$ cat config.mk
export PLATFORM = sky130hd
export DESIGN_NAME = lsu_riscv
export DESIGN_NICKNAME = d
export VERILOG_FILES = /design/src/rtl/lsu_riscv_pkg.sv /design/src/rtl/lsu_align_riscv.sv /design/src/rtl/lsu_riscv.sv
export SDC_FILE = /design/constraint.sdc
export NUM_CORES = 1
export LEC_CHECK = 0
export ABC_AREA = 1
export ABC_CLOCK_PERIOD_IN_PS = 1710
export CAP_MARGIN = 5
export CORE_MARGIN = 4
export CORE_UTILIZATION = 28
export DETAILED_ROUTE_END_ITERATION = 10
export GPL_ROUTABILITY_DRIVEN = 0
export GPL_TIMING_DRIVEN = 0
export SYNTH_ARGS = -nofsm -noshare
export SYNTH_HDL_FRONTEND = slang
export SYNTH_SLANG_ARGS = --single-unit
$ cat constraint.sdc
create_clock -name clk_i -period 1.71 [get_ports clk_i]
set_input_delay 0.342 -clock clk_i [delete_from_list [all_inputs] [get_ports clk_i]]
set_output_delay 0.342 -clock clk_i [all_outputs]
set_load 0.1 [all_outputs]
$ cat src/rtl/lsu_riscv_pkg.sv
// Shared definitions for the load/store unit: access size encodings (funct3),
// FSM state type and fault cause codes.
package lsu_riscv_pkg;

  localparam logic [2:0] LDST_B  = 3'b000;
  localparam logic [2:0] LDST_H  = 3'b001;
  localparam logic [2:0] LDST_W  = 3'b010;
  localparam logic [2:0] LDST_BU = 3'b100;
  localparam logic [2:0] LDST_HU = 3'b101;

  localparam logic LSU_FAULT_MISALIGN = 1'b0;
  localparam logic LSU_FAULT_TIMEOUT  = 1'b1;

  typedef enum logic [1:0] {
    LSU_IDLE = 2'd0,
    LSU_BUS  = 2'd1,
    LSU_RESP = 2'd2
  } lsu_state_t;

endpackage

$ cat src/rtl/lsu_align_riscv.sv
// Combinational lane logic: byte enables and replicated store data for a new
// request, misalignment/illegal-size detection, and load extraction/extension.
module lsu_align_riscv
  import lsu_riscv_pkg::*;
(
  input  logic [2:0]  st_size_i,
  input  logic [1:0]  st_offset_i,
  input  logic [31:0] st_data_i,
  output logic [3:0]  be_o,
  output logic [31:0] wdata_o,
  output logic        misalign_o,
  input  logic [2:0]  ld_size_i,
  input  logic [1:0]  ld_offset_i,
  input  logic [31:0] rdata_i,
  output logic [31:0] ld_data_o
);

  logic [31:0] shifted;

  always_comb begin
    be_o       = 4'b0000;
    wdata_o    = st_data_i;
    misalign_o = 1'b0;
    case (st_size_i)
      LDST_B, LDST_BU: begin
        be_o    = 4'b0001 << st_offset_i;
        wdata_o = {4{st_data_i[7:0]}};
      end
      LDST_H, LDST_HU: begin
        be_o       = 4'b0011 << st_offset_i;
        wdata_o    = {2{st_data_i[15:0]}};
        misalign_o = st_offset_i[0];
      end
      LDST_W: begin
        be_o       = 4'b1111;
        misalign_o = (st_offset_i != 2'b00);
      end
      default: misalign_o = 1'b1;
    endcase
  end

  // The addressed byte/halfword is moved down to bit 0 before extension.
  always_comb begin
    shifted   = rdata_i >> {ld_offset_i, 3'b000};
    ld_data_o = shifted;
    case (ld_size_i)
      LDST_B:  ld_data_o = {{24{shifted[7]}}, shifted[7:0]};
      LDST_BU: ld_data_o = {24'h000000, shifted[7:0]};
      LDST_H:  ld_data_o = {{16{shifted[15]}}, shifted[15:0]};
      LDST_HU: ld_data_o = {16'h0000, shifted[15:0]};
      default: ld_data_o = shifted;
    endcase
  end

endmodule

$ cat src/rtl/lsu_riscv.sv
// Load/store controller: stalls the core while an access runs on the data bus,
// then reports the extended load result or a misalign/timeout fault for one cycle.
module lsu_riscv
  import lsu_riscv_pkg::*;
#(
  parameter int TIMEOUT_CYCLES = 255
) (
  input  logic        clk_i,
  input  logic        arstn_i,
  input  logic        lsu_req_i,
  input  logic        lsu_we_i,
  input  logic [2:0]  lsu_size_i,
  input  logic [31:0] lsu_addr_i,
  input  logic [31:0] lsu_data_i,
  output logic        lsu_stall_req_o,
  output logic [31:0] lsu_data_o,
  output logic        lsu_fault_o,
  output logic        lsu_fault_cause_o,
  output logic        data_req_o,
  output logic        data_we_o,
  output logic [3:0]  data_be_o,
  output logic [31:0] data_addr_o,
  output logic [31:0] data_wdata_o,
  input  logic [31:0] data_rdata_i,
  input  logic        data_ack_i
);

  localparam int CNT_W = (TIMEOUT_CYCLES > 1) ? $clog2(TIMEOUT_CYCLES) : 1;
  localparam logic [CNT_W-1:0] CNT_MAX = CNT_W'(TIMEOUT_CYCLES - 1);

  lsu_state_t state_q, state_d;
  logic [CNT_W-1:0] cnt_q, cnt_d;
  logic [2:0]  size_q, size_d;
  logic [1:0]  offset_q, offset_d;
  logic        data_req_q, data_req_d;
  logic        data_we_q, data_we_d;
  logic [3:0]  data_be_q, data_be_d;
  logic [31:0] data_addr_q, data_addr_d;
  logic [31:0] data_wdata_q, data_wdata_d;
  logic [31:0] lsu_data_q, lsu_data_d;
  logic        lsu_fault_q, lsu_fault_d;
  logic        lsu_cause_q, lsu_cause_d;

  logic [3:0]  new_be;
  logic [31:0] new_wdata;
  logic        new_misalign;
  logic [31:0] ld_data;

  // Load extraction uses the size/offset captured at request time, so a core
  // that misbehaves by dropping its request mid-access cannot corrupt the result.
  lsu_align_riscv u_align (
    .st_size_i   (lsu_size_i),
    .st_offset_i (lsu_addr_i[1:0]),
    .st_data_i   (lsu_data_i),
    .be_o        (new_be),
    .wdata_o     (new_wdata),
    .misalign_o  (new_misalign),
    .ld_size_i   (size_q),
    .ld_offset_i (offset_q),
    .rdata_i     (data_rdata_i),
    .ld_data_o   (ld_data)
  );

  always_comb begin
    state_d      = state_q;
    cnt_d        = cnt_q;
    size_d       = size_q;
    offset_d     = offset_q;
    data_req_d   = data_req_q;
    data_we_d    = data_we_q;
    data_be_d    = data_be_q;
    data_addr_d  = data_addr_q;
    data_wdata_d = data_wdata_q;
    lsu_data_d   = lsu_data_q;
    lsu_fault_d  = lsu_fault_q;
    lsu_cause_d  = lsu_cause_q;
    case (state_q)
      LSU_IDLE: begin
        if (lsu_req_i) begin
          if (new_misalign) begin
            lsu_fault_d = 1'b1;
            lsu_cause_d = LSU_FAULT_MISALIGN;
            lsu_data_d  = 32'h0;
            state_d     = LSU_RESP;
          end else begin
            data_req_d   = 1'b1;
            data_we_d    = lsu_we_i;
            data_be_d    = new_be;
            data_addr_d  = {lsu_addr_i[31:2], 2'b00};
            data_wdata_d = new_wdata;
            size_d       = lsu_size_i;
            offset_d     = lsu_addr_i[1:0];
            cnt_d        = '0;
            state_d      = LSU_BUS;
          end
        end
      end
      LSU_BUS: begin
        if (data_ack_i) begin
          data_req_d = 1'b0;
          lsu_data_d = data_we_q ? 32'h0 : ld_data;
          state_d    = LSU_RESP;
        end else if (cnt_q == CNT_MAX) begin
          data_req_d  = 1'b0;
          lsu_fault_d = 1'b1;
          lsu_cause_d = LSU_FAULT_TIMEOUT;
          lsu_data_d  = 32'h0;
          state_d     = LSU_RESP;
        end else begin
          cnt_d = cnt_q + 1'b1;
        end
      end
      LSU_RESP: begin
        lsu_fault_d = 1'b0;
        lsu_cause_d = 1'b0;
        state_d     = LSU_IDLE;
      end
      default: state_d = LSU_IDLE;
    endcase
  end

  always_ff @(posedge clk_i or negedge arstn_i) begin
    if (!arstn_i) begin
      state_q      <= LSU_IDLE;
      cnt_q        <= '0;
      size_q       <= 3'b000;
      offset_q     <= 2'b00;
      data_req_q   <= 1'b0;
      data_we_q    <= 1'b0;
      data_be_q    <= 4'b0000;
      data_addr_q  <= 32'h0;
      data_wdata_q <= 32'h0;
      lsu_data_q   <= 32'h0;
      lsu_fault_q  <= 1'b0;
      lsu_cause_q  <= 1'b0;
    end else begin
      state_q      <= state_d;
      cnt_q        <= cnt_d;
      size_q       <= size_d;
      offset_q     <= offset_d;
      data_req_q   <= data_req_d;
      data_we_q    <= data_we_d;
      data_be_q    <= data_be_d;
      data_addr_q  <= data_addr_d;
      data_wdata_q <= data_wdata_d;
      lsu_data_q   <= lsu_data_d;
      lsu_fault_q  <= lsu_fault_d;
      lsu_cause_q  <= lsu_cause_d;
    end
  end

  assign lsu_stall_req_o   = lsu_req_i && (state_q != LSU_RESP);
  assign lsu_data_o        = lsu_data_q;
  assign lsu_fault_o       = lsu_fault_q;
  assign lsu_fault_cause_o = lsu_cause_q;
  assign data_req_o        = data_req_q;
  assign data_we_o         = data_we_q;
  assign data_be_o         = data_be_q;
  assign data_addr_o       = data_addr_q;
  assign data_wdata_o      = data_wdata_q;

endmodule

# Yosys cells after proc, flatten, opt, wreduce, memory -nomap -nowiden
# Cells that the tools add are included.
# word_totals
inputBits	104
elab_cells	83
reg_bits	117
output_inout_bits	105
# classes
addsub	1
n_bitwise	1
shifts	3
n_reduce_logical	15
eq_ne	18
mux	33
# ops
cell	n
$mux 32	5
$pmux 32 s2	2
$pmux 32 s4	1
$mux 8	4
$shr 32x5->32	1
$pmux 8 s2	1
$ne 2x2->1 const B	7
$eq 3x3->1 const B	4
$pmux 4 s3	1
$mux 1	10
$reduce_and 5->1	2
$pmux 1 s3	3
$add 8x1->8 const B	1
$eq 8x8->1 const B	1
$mux 2	4
$reduce_and 4->1	2
$eq 3x1->1 const B	2
$logic_not 3->1	2
$pmux 2 s2	1
$reduce_bool 2->1	2
$reduce_or 2->1	2
$shl 1x2->4 const A	1
$shl 2x2->4 const A	1
$eq 3x2->1 const B	1
10 further kinds	10

# Logic depth before layout (Yosys ltp)
# Gate-level depths: netlist of the first run.
# depth
word_depth	6
depth_mapped	12
mapped_depth_nobuf	11

# Cells and area by module
# A second synthesis of the first run with hierarchy kept.
# hier_totals
cells_unflattened	813
area_unflattened_um2	6294.8
# by_module_without_submodules
mod	seq_area_each_um2	area_per_inst_um2	instances	cells_per_inst
lsu_riscv	2927.8	4869.7	1	547
lsu_align_riscv	0.0	1425.1	1	266

# Least setup slack after synthesis of the first run
# No wires, ideal clock.
# synth_timing
path_kind	flip-flop to output port
from	reg state_q[1]
to	out lsu_stall_req_o
path_slack_ns	-0.417
arrival_ns	1.785
required_time_ns	1.368
n_path_buf	0
stages_incl_launch_ff	4
path_cell_list	dfrtp_1 inv_1 nor2_1 nor2_1
# synth_between
elab_chain_len	2
# synth_rtl
element	line	rtl
from (decl)	lsu_riscv.sv:31	lsu_state_t state_q, state_d;
from (signal assigned)	lsu_riscv.sv:137	state_q <= state_d;
$ne 2x2->1	lsu_riscv.sv:152	assign lsu_stall_req_o = lsu_req_i && (state_q != LSU_RESP);
$logic_and 1x1->1	lsu_riscv.sv:152	
to (decl)	lsu_riscv.sv:15	output logic lsu_stall_req_o,
# No other way between the ends.

# Final worst setup path of the first run
# layout_timing
from	reg lsu_data_q[16] (netlist: lsu_data_o[16])
to	out lsu_data_o[16]
# layout_lines
element	line	rtl
from (decl)	lsu_riscv.sv:40	logic [31:0] lsu_data_q, lsu_data_d;
from (signal assigned)	lsu_riscv.sv:146	lsu_data_q <= lsu_data_d;
to (decl)	lsu_riscv.sv:16	output logic [31:0] lsu_data_o,
# No word-level cell between the ends.

==> results of run 1 <==
flip-flops by register name, indices dropped and copies added, names as in the netlist, 2 cells and up:
name and cells:
state_q 2, offset_q 2, lsu_data_o 32, size_q 3, cnt_q 8, data_be_o 4, data_addr_o 30, data_wdata_o 32
cell families after synthesis:
logic type,synth area share
xor gates and xnor gates,0.00455
and+or+nand+nor,0.252
adders and majority gates,0.00433
buffers and inverters,0.0878
DFF,0.507
other,0.000649
AOI/OAI and AO/OA,0.144
layer usage:
metal  wire, um  global-route usage  vias to the layer above
li1           -                   -                     2881
met3       2250              0.0860                       28
met1       8450               0.216                     2633
met5         13                   0                        -
met4        364              0.0530                        2
met2       9280               0.281                      230
cell usage in the layout, fill, tap and decap left out, types with 7 or more instances in the layout:
cell             count
nand2_1            251
dfrtp_1            114
clkdlybuf4s50_1     96
o21ai_0             62
inv_1               58
nand3_1             54
o21ai_1             52
buf_2               51
clkdlybuf4s18_2     34
a21oi_1             27
clkdlybuf4s15_2     24
nor2_1              19
clkbuf_16           18
o211ai_1            14
inv_2               13
buf_4               12
clkbuf_1            10
buf_6                9
or2_2                7
metrics by stage:
stage	setup WS, ns	hold slack [ns]	area [um^2]	instances	setup TNS [ns]
floorplan	0.0512	0.0464	5780	745	0
global placement	-4.66	0.454	8180	1221	-606.64
detailed placement	-0.837	0.357	8210	1222	-63.93
CTS	-0.0839	0.436	8840	1255	-3.21
global route	-0.00791	0.318	8810	1266	-0.00791
finish	0.0358	0.293	8810	1266	0
Yosys cell counts:
| cell type | instances | area share |
|---|---|---|
| nor2_2 | 1 | 0.0011 |
| or2_2 | 7 | 0.0076 |
| nor3b_1 | 1 | 0.0013 |
| a31oi_1 | 2 | 0.0022 |
| clkbuf_1 | 19 | 0.012 |
| buf_6 | 7 | 0.014 |
| o21ai_0 | 62 | 0.054 |
| conb_1 | 1 | 0.00065 |
| inv_1 | 65 | 0.042 |
| nand3b_1 | 2 | 0.0026 |
| nand3_2 | 2 | 0.0035 |
| a21oi_1 | 27 | 0.023 |
| o21ai_2 | 1 | 0.0015 |
| buf_4 | 3 | 0.0039 |
| dfrtp_1 | 117 | 0.51 |
| ha_1 | 2 | 0.0043 |
| nor2_4 | 1 | 0.0020 |
| xnor2_1 | 1 | 0.0015 |
| nor2_1 | 25 | 0.016 |
| nand4_4 | 1 | 0.0037 |
| nand3_1 | 55 | 0.048 |
| o21ai_1 | 52 | 0.045 |
| xor2_1 | 2 | 0.0030 |
| nand2_1 | 252 | 0.16 |
| buf_2 | 12 | 0.010 |
| inv_2 | 6 | 0.0039 |
| o211ai_1 | 14 | 0.018 |
| nand2_2 | 2 | 0.0022 |
| buf_1 | 2 | 0.0013 |
worst paths after layout:
kind,to,depth (start not counted),slack [ns]
min,size_q[2],3,0.29
min in group asynchronous,data_addr_o[23],2,0.46
max in group asynchronous,data_wdata_o[9],3,0.52
max reg2reg,lsu_data_o[30],8,0.14
min reg2reg,lsu_data_o[2],2,0.47
max,lsu_data_o[16],1,0.04
timing repair:
action	4_1_cts	5_1_grt
gates cloned	0	2
pin swaps	0	5
hold buffers	1	0
endpoints found under the setup margin	188	185
resized for setup	353	142
endpoints found under the hold margin	56	0
setup buffers	0	9
layout make-up:
type                       instances  area share
sequential                       117       0.333
tap                              270      0.0384
timing repair buffer             218       0.230
multi-input combinational        515       0.274
inverter                          71      0.0303
clock inverter                    15      0.0124
buffer                            43      0.0338
clock buffer                      17      0.0483
==> impl_results.md, run 1 <==
- Part of the Yosys area used for sequential elements: 0.507
- Hold Violations, Final: 0
- Remaining antenna violation count after routing: 0
- Initial core utilization: 0.285
- Initial drt markers: 276
- Critical path class: flop to output pin
- Die ar.: around 0.023 mm^2
- Routed Wire Length: 20,400 um
- Syn-to-layout area delta: 52.5%
- Pin count of the biggest net entering global routing: 62
- CP max stage delay: between 0.5 and 0.6 ns
- Max frequency: about 600 MHz
- Clock tree buffer depth: 2
- GRT Overall Usage: 0.178
- Root Driver: clkbuf_16
- Pre-antenna DRT Iters: 5
- Filler Cells Inserted: 2,107
- I/O Buffers: ~210
- Area occupied by multi-input gates: 0.00241 mm^2
- Vias per std cell: 4.56
- Bufs and invs on worst path: 1
- Clock slew at reported path FFs: 0.06 ns
- Rel. slew slack: 0.594
- Clock skew: 0.00660 ns
- Max-slew violations: 0
- Register Area: 0.00293 mm^2
- Critical Path AT: 1.33 ns
- Final period utilization: 0.979
- Global-route wire length before repair: 31,300 um
- Core footprint: 0.0202 mm^2
- Mean routed wirelength per cell: 16.1 um
- DR vias: between 5,000 and 6,000
- Row count: between 50 and 60
- CP max stage cell: clkdlybuf4s15_2
- Crit path max-delay family: buffers and inverters
- # H-tree levels: 4
- Fin nets: roughly 1,100
- Share of cells above drive strength 1: 0.219
- Later-pin clock latency in the skew report: 0.42 ns
- Slew @ Worst Pin: 0.609 ns
- Fin util: 0.435
- FF+latch count, synth: 117
- Crit path capture type: output pin
- Io pins: 209
- HP Start: lsu_size_i[2]
- Worst r2r src: size_q[1]
- Die X: approximately 150 um
- HP Class: primary input to flop
- Avg Cell Area, Syn: between 7 and 8 um^2
- Drc violations: 0
- Required @ worst endpoint: between 1 and 1.5 ns
- CTS tree: yes
- Antenna Cells: 0
- Worst path cell trace: clkdlybuf4s15_2
- Gate Count Post-Synth: 744
- CP Launch Type: flop
- Initial antenna violation count: 1
- Cell Area, Synth: 0.00577 mm^2
- Max-cap violations: 0
- Die H: 152 um
- Distinct cells, synth: 29
- Crit path max fanout: 2
- Minimum clock period after layout: roughly 1.7 ns
- Cts bufs inserted: 17
- Estimated wirelength of the detail-placed design: about 15,000 um
- Vias in the first global route: 5,728
- Clock Sinks: 117
- Final setup vio count: 0
- Worst setup startpoint: lsu_data_o[16]
- Status: finished clean
- Grt ovf: 0
- Ys Warns: 0
Power of run 1 is not shown: default switching activity piles up to over one toggle a cycle in this logic, so the estimate is an artifact.
==> run 2: changes to the inputs <==
Settings changed: ABC_CLOCK_PERIOD_IN_PS 1710 to 1400, CORE_UTILIZATION 28 to 35, PLACE_DENSITY set to 0.68.
Clock period 1.71 ns to 1.4 ns, I/O delays scaled along.
==> run 2 against run 1 <==
Net effect:
- the flow now finishes with violations (negative setup slack)
- register-to-register slack lost 0.38 ns
- highest routed layer unchanged
- critical endpoint is now lsu_data_o[4]
- worst setup slack lost 0.28 ns
- critical path depth grew 11
- sequential share of layout area shrank 3.5 points
- largest cell class unchanged
- sequential cell count is the same
==> impl_results.md, run 2 (same netlist as run 1, synthesis figures left out) <==
- Max frequency: 609 MHz
- Core footprint: 0.0160 mm^2 (-21%)
- Later-pin clock latency in the skew report: 0.42 ns (about the same)
- Stages on the worst setup path: 12 (+11)
- Worst path cell trace: inv_2 -> ha_4 -> nand2_2 -> nor2_2 -> nand2_1 -> nand3b_1 -> nand2_1 -> inv_2 -> nand2_4 -> buf_8 -> nand2_1 -> nand2_1
- Final std cells w/o fill: 1,245 (-1.7%)
- Cts bufs inserted: 17 (unchanged)
- DR vias: 6,270 (+8.6%)
- Cell Area, Placed: 0.00815 mm^2 (-0.75%)
- Clock Sinks: 117 (unchanged)
- Rel. slew slack: 0.603 (+0.00910)
- Slew @ Worst Pin: 0.596 ns (-0.0136 ns)
- R2r setup slk: -0.24 ns (-0.38 ns)
- Max-slew violations: 0 (unchanged)
- CP Launch Type: flop
- Cell repeated most along the worst path: nand2_1
- Max-cap violations: 0 (unchanged)
- Fin nets: 1,122 (+3.0%)
- Initial antenna violation count: 2 (+1)
- Crit path max fanout: 10 (+8)
- Die ar.: 0.0186 mm^2 (-19%)
- Initial drt markers: 477 (+73%)
- Final period utilization: 1.17
- CP max stage delay: 0.38 ns (-0.18 ns)
- Pre-CTS setup slack: -1.05 ns (-0.214 ns)
- Pin count of the biggest net entering global routing: 68 (+9.7%)
- Share of cells above drive strength 1: 0.370 (+0.151)
- Failing checks: negative setup slack
- Hold Violations, Final: 0 (unchanged)
- HP Class: primary input to flop
- CP endpoint: lsu_data_o[4]
- Die X: 136 um (-10%)
- I/O Buffers: 206 (unchanged)
- Most common cell after layout, fill and taps aside: nand2_1
- Clock tree buffer depth: 2 (unchanged)
- Syn-to-layout area delta: 70.8%
- Final setup vio count: 112 (+112)
- Worst hold margin: 0.293 ns (-0.000100 ns)
- Drc violations: 0 (unchanged)
- Design Area, Final: 0.00986 mm^2 (+12%)
- CTS tree: yes
- Required @ worst endpoint: 1.70 ns (+0.33 ns)
- Critical Path AT: 1.94 ns (+0.61 ns)
- Global-route wire length before repair: 31,600 um (+1.1%)
- Bufs and invs on worst path: 3 (+2)
- Clock skew: 0.00858 ns (+0.00197 ns)
- Clock slew at reported path FFs: 0.05 ns (about the same)
- Vias per std cell: 5.04 (+10%)
- Reg2Reg Depth: 12 (+4)
- Final setup margin: -0.241 ns (-0.277 ns)
- Routed Wire Length: 21,800 um (+6.8%)
- Initial core utilization: 0.361 (+0.0755)
- Critical path class: flop to flop
- Row count: 46 (-12%)
- Worst setup startpoint: cnt_q[0]
- Mean routed wirelength per cell: 17.5 um (+8.7%)
- Most frequent cells in the layout: nand2_1 (167), dfrtp_1 (112), clkdlybuf4s50_1 (96)
- Antenna Cells: 0 (unchanged)
- Root Driver: clkbuf_16
- Pre-antenna DRT Iters: 6 (+1)
- Io pins: 209 (unchanged)
- Estimated wirelength of the detail-placed design: 14,600 um (-4.1%)
- Grt ovf: 0 (unchanged)
- Dpl cells: 1,168 (-4.4%)
- Crit path max-delay family: simple AND/OR/NAND/NOR gates
- GRT Overall Usage: 0.221 (+0.0432)
- Vias in the first global route: 5,962 (+4.1%)
- Status: complete, but fails checks
- Minimum clock period after layout: 1.64 ns
- Worst r2r src: cnt_q[0]
- Crit path capture type: flop
- # H-tree levels: 4 (unchanged)
- Die H: 136 um (-10%)
- RSZ-0062 raised after global routing: yes
- Remaining antenna violation count after routing: 0 (unchanged)
- CP max stage cell: dfrtp_1
- R2r endpoint: lsu_data_o[4]
-- run 2: cell types whose count changed in the layout (fill, tap and decap cells not counted), sizes merged --
| cell | before | now |
|---|---|---|
| buf | 78 | 170 |
| clkdlybuf4s18 | 34 | 0 |
| clkdlybuf4s15 | 24 | 1 |
| dlymetal6s2s | 6 | 0 |
| dlygate4sd2 | 0 | 5 |
| clkbuf | 39 | 43 |
| inv | 74 | 70 |
| clkinvlp | 6 | 3 |
| bufinv | 0 | 2 |
-- run 2: per-stage QoR --
stage	utilization	setup TNS, ns
3_5_place_dp	0.509	-114.12
5_1_grt	0.616	-20.35
4_1_cts	0.552	-6.36
3_3_place_gp	0.507	-657.09
6_report	0.616	-13.31
2_1_floorplan	-	-2.61
-- run 2: area by class of cell --
| type | count | area (um^2) |
|---|---|---|
| Buffer | 41 | 357 |
| Clock buffer | 22 | 444 |
| Clock inverter | 10 | 108 |
| Fill cell | 1392 | 6140 |
| Inverter | 71 | 272 |
| Multi-Input combinational cell | 515 | 2910 |
| Sequential cell | 117 | 2930 |
| Tap cell | 216 | 270 |
| Timing Repair Buffer | 253 | 2570 |
-- run 2: tightest hold or removal path: stages --
cell           delay [ns]
dlygate4sd2_1        0.26
inv_2                0.07
o21ai_1              0.06
-- run 2: worst min-delay path by stage --
stage | start | end | slack (ns) | cells past startpoint
after floorplan | arstn_i | cnt_q[0] | -0.02 | 0
after global placement | lsu_data_o[2] | lsu_data_o[2] | 0.45 | 2
after detailed placement | arstn_i | data_addr_o[20] | 0.27 | 1
after CTS | lsu_size_i[2] | size_q[2] | 0.30 | 3
after global routing | lsu_size_i[2] | size_q[2] | 0.31 | 3
final | lsu_size_i[2] | size_q[2] | 0.29 | 3
-- run 2: repair_timing --
| action | in CTS | in global routing |
|---|---|---|
| pin swaps | 16 | 17 |
| setup buffers | 17 | 16 |
| gates cloned | 3 | 11 |
| endpoints found under the setup margin | 219 | 128 |
| hold buffers | 1 | 0 |
| hold endpoints to repair | 50 | 0 |
| resized for setup | 698 | 255 |
-- run 2: routing by layer --
| layer | track usage | wire length, um | share of wire | vias to the layer above |
|---|---|---|---|---|
| li1 | - | - | - | 2950 |
| met4 | 0.0750 | 669 | 0.031 | 4 |
| met3 | 0.101 | 2370 | 0.11 | 70 |
| met2 | 0.351 | 10400 | 0.48 | 304 |
| met5 | 0 | 18 | 0.00083 | - |
| met1 | 0.267 | 8330 | 0.38 | 2942 |
Power of run 2 is left out for the same reason.
==> run 3: changes to the inputs <==
Settings changed: CORE_MARGIN 4 to 2.
==> run 3 against run 2 <==
Net effect:
- the run still ends with negative setup slack left
- critical endpoint is now state_q[1]
- register-to-register slack better by 0.08 ns
- design area is 9.1% lower
- non-clock buffer count is 23 lower
- sequential share of layout area is 3.0 points higher
- highest routed layer unchanged
==> impl_results.md, run 3 (same netlist as run 1, synthesis figures left out) <==
- Status: complete, but fails checks
- Failing checks: negative setup slack
- CP endpoint: state_q[1]
- Estimated wirelength of the detail-placed design: 13,900 um (-4.6%)
- Io pins: 209 (unchanged)
- Max-slew violations: 0 (unchanged)
- Most frequent cells in the layout: nand2_1 (228), dfrtp_1 (114), buf_4 (108)
- Vias per std cell: 4.82 (-4.3%)
- Crit path max fanout: 7 (-3)
- Hold Violations, Final: 0 (unchanged)
- I/O Buffers: 206 (unchanged)
- # H-tree levels: 4 (unchanged)
- Die X: 132 um (-2.9%)
- CP max stage cell: dfrtp_1
- Max-cap violations: 0 (unchanged)
- Crit path capture type: flop
- Most common cell after layout, fill and taps aside: nand2_1
- Fin nets: 1,099 (-2.0%)
- Required @ worst endpoint: 1.76 ns (+0.06 ns)
- Clock Sinks: 117 (unchanged)
- Initial antenna violation count: 2 (unchanged)
- Final setup vio count: 37 (-67%)
- CTS tree: yes
- Critical path class: flop to flop
- HP Class: primary input to flop
- RSZ-0062 raised after global routing: yes
- Max frequency: 641 MHz (+5.2%)
- Reg2Reg Depth: 12 (unchanged)
- Final period utilization: 1.11 (-0.0581)
- Die ar.: 0.0175 mm^2 (-5.8%)
- Register Area: 0.00293 mm^2 (about the same)
- CP max stage delay: 0.39 ns (about the same)
- Pin count of the biggest net entering global routing: 66 (-2.9%)
- Final setup margin: -0.160 ns (+0.0813 ns)
- GRT Overall Usage: 0.224 (+0.00238)
- Vias in the first global route: 5,889 (-1.2%)
- Row count: 46 (unchanged)
- Clock skew: 0.00871 ns (+0.000132 ns)
- Root Driver: clkbuf_16
- Area occupied by multi-input gates: 0.00251 mm^2 (-14%)
- CP Launch Type: flop
- DR vias: 5,891 (-6.0%)
- Slew @ Worst Pin: 0.569 ns (-0.0268 ns)
- Pre-antenna DRT Iters: 5 (-1)
- Minimum clock period after layout: 1.56 ns (-0.0813 ns)
- Initial core utilization: 0.361 (unchanged)
- Drc violations: 0 (unchanged)
- Critical Path AT: 1.92 ns (-0.02 ns)
- Filler Cells Inserted: 1,593 (+14%)
- Clock tree buffer depth: 2 (unchanged)
- Rel. slew slack: 0.621 (+0.0179)
- Syn-to-layout area delta: 55.2%
- Fin Setup TNS: -4.73 ns (+8.57 ns)
- Core footprint: 0.0160 mm^2 (unchanged)
- Routed Wire Length: 19,200 um (-12%)
- Mean routed wirelength per cell: 15.7 um (-10%)
- Worst path cell trace: inv_2 -> ha_4 -> nand2_2 -> nor2_2 -> nand2_1 -> nand3b_1 -> nand2_1 -> inv_2 -> nand2_4 -> buf_6 -> buf_4 -> inv_1
- Remaining antenna violation count after routing: 0 (unchanged)
- Grt ovf: 0 (unchanged)
- Antenna Cells: 0 (unchanged)
- Cts bufs inserted: 17 (unchanged)
- Initial drt markers: 485 (+1.7%)
- Clock slew at reported path FFs: 0.05 ns (about the same)
- Global-route wire length before repair: 30,800 um (-2.6%)
- Fin util: 0.560 (-0.0561)
- R2r setup slk: -0.16 ns (+0.08 ns)
- Worst r2r src: cnt_q[0]
- Die H: 132 um (-2.9%)
- Worst setup startpoint: cnt_q[0]
- Share of cells above drive strength 1: 0.254 (-0.116)
- Later-pin clock latency in the skew report: 0.43 ns (about the same)
- R2r endpoint: state_q[1]
[run 3: cell types whose count changed in the layout (fill, tap and decap cells not counted), sizes merged]
cell | previous run | this run
clkinvlp | 3 | 6
clkinv | 6 | 5
buf | 170 | 152
bufinv | 2 | 1
clkbuf | 43 | 36
inv | 70 | 71
[run 3: worst max-delay path: cells and delay by family, from the launching register on]
kind / cells / cell delay, ns
buf+inv: 5 / 0.49
simple gates: 6 / 0.48
flops: 1 / 0.39
fa+ha+maj: 1 / 0.13
[run 3: how the worst min path moves through the flow]
stage	from	endpoint	slack, ns	cells past startpoint
after floorplan	arstn_i	cnt_q[0]	-0.02	0
after global routing	lsu_addr_i[0]	offset_q[0]	0.36	3
after global placement	lsu_data_o[2]	lsu_data_o[2]	0.45	2
final	lsu_addr_i[0]	offset_q[0]	0.34	3
after CTS	lsu_size_i[2]	size_q[2]	0.31	3
after detailed placement	arstn_i	data_addr_o[22]	0.28	1
[run 3: layout make-up]
class                           instances  share of cell area
Tap cell                              216              0.0302
Inverter                               71              0.0300
Sequential cell                       117               0.327
Buffer                                 43              0.0369
Clock buffer                           20              0.0498
Timing Repair Buffer                  228               0.234
Clock inverter                         12              0.0120
Multi-Input combinational cell        515               0.280
[run 3: routing by layer]
metal  vias up  wire [um]  GRT usage  part of all wire
li1       2896          -          -                 -
met1      2722       8030      0.276              0.42
met2       229       9060      0.361              0.47
met3        40       1680     0.0812             0.088
met4         4        408     0.0800             0.021
met5         -         30          0            0.0016
[run 3: timing repair]
item / 4_1_cts / 5_1_grt
hold buffers: 1 / 0
gates cloned: 3 / 1
gates resized for setup: 682 / 67
setup endpoints to repair: 219 / 126
hold endpoints to repair: 52 / 0
buffers inserted: 12 / 5
pin swaps: 6 / 4
[run 3: metrics by stage]
step | hold slack, ns | instance area [um^2] | worst slack [ns] | instances
after CTS | 0.313 | 8740 | -0.168 | 1216
after global placement | 0.454 | 8120 | -5.10 | 1167
final | 0.335 | 8960 | -0.160 | 1222
after detailed placement | 0.275 | 8150 | -1.06 | 1168
after floorplan | -0.0156 | 5790 | -0.0902 | 745
after global routing | 0.357 | 8960 | -0.251 | 1222
Power of run 3 is left out for the same reason.
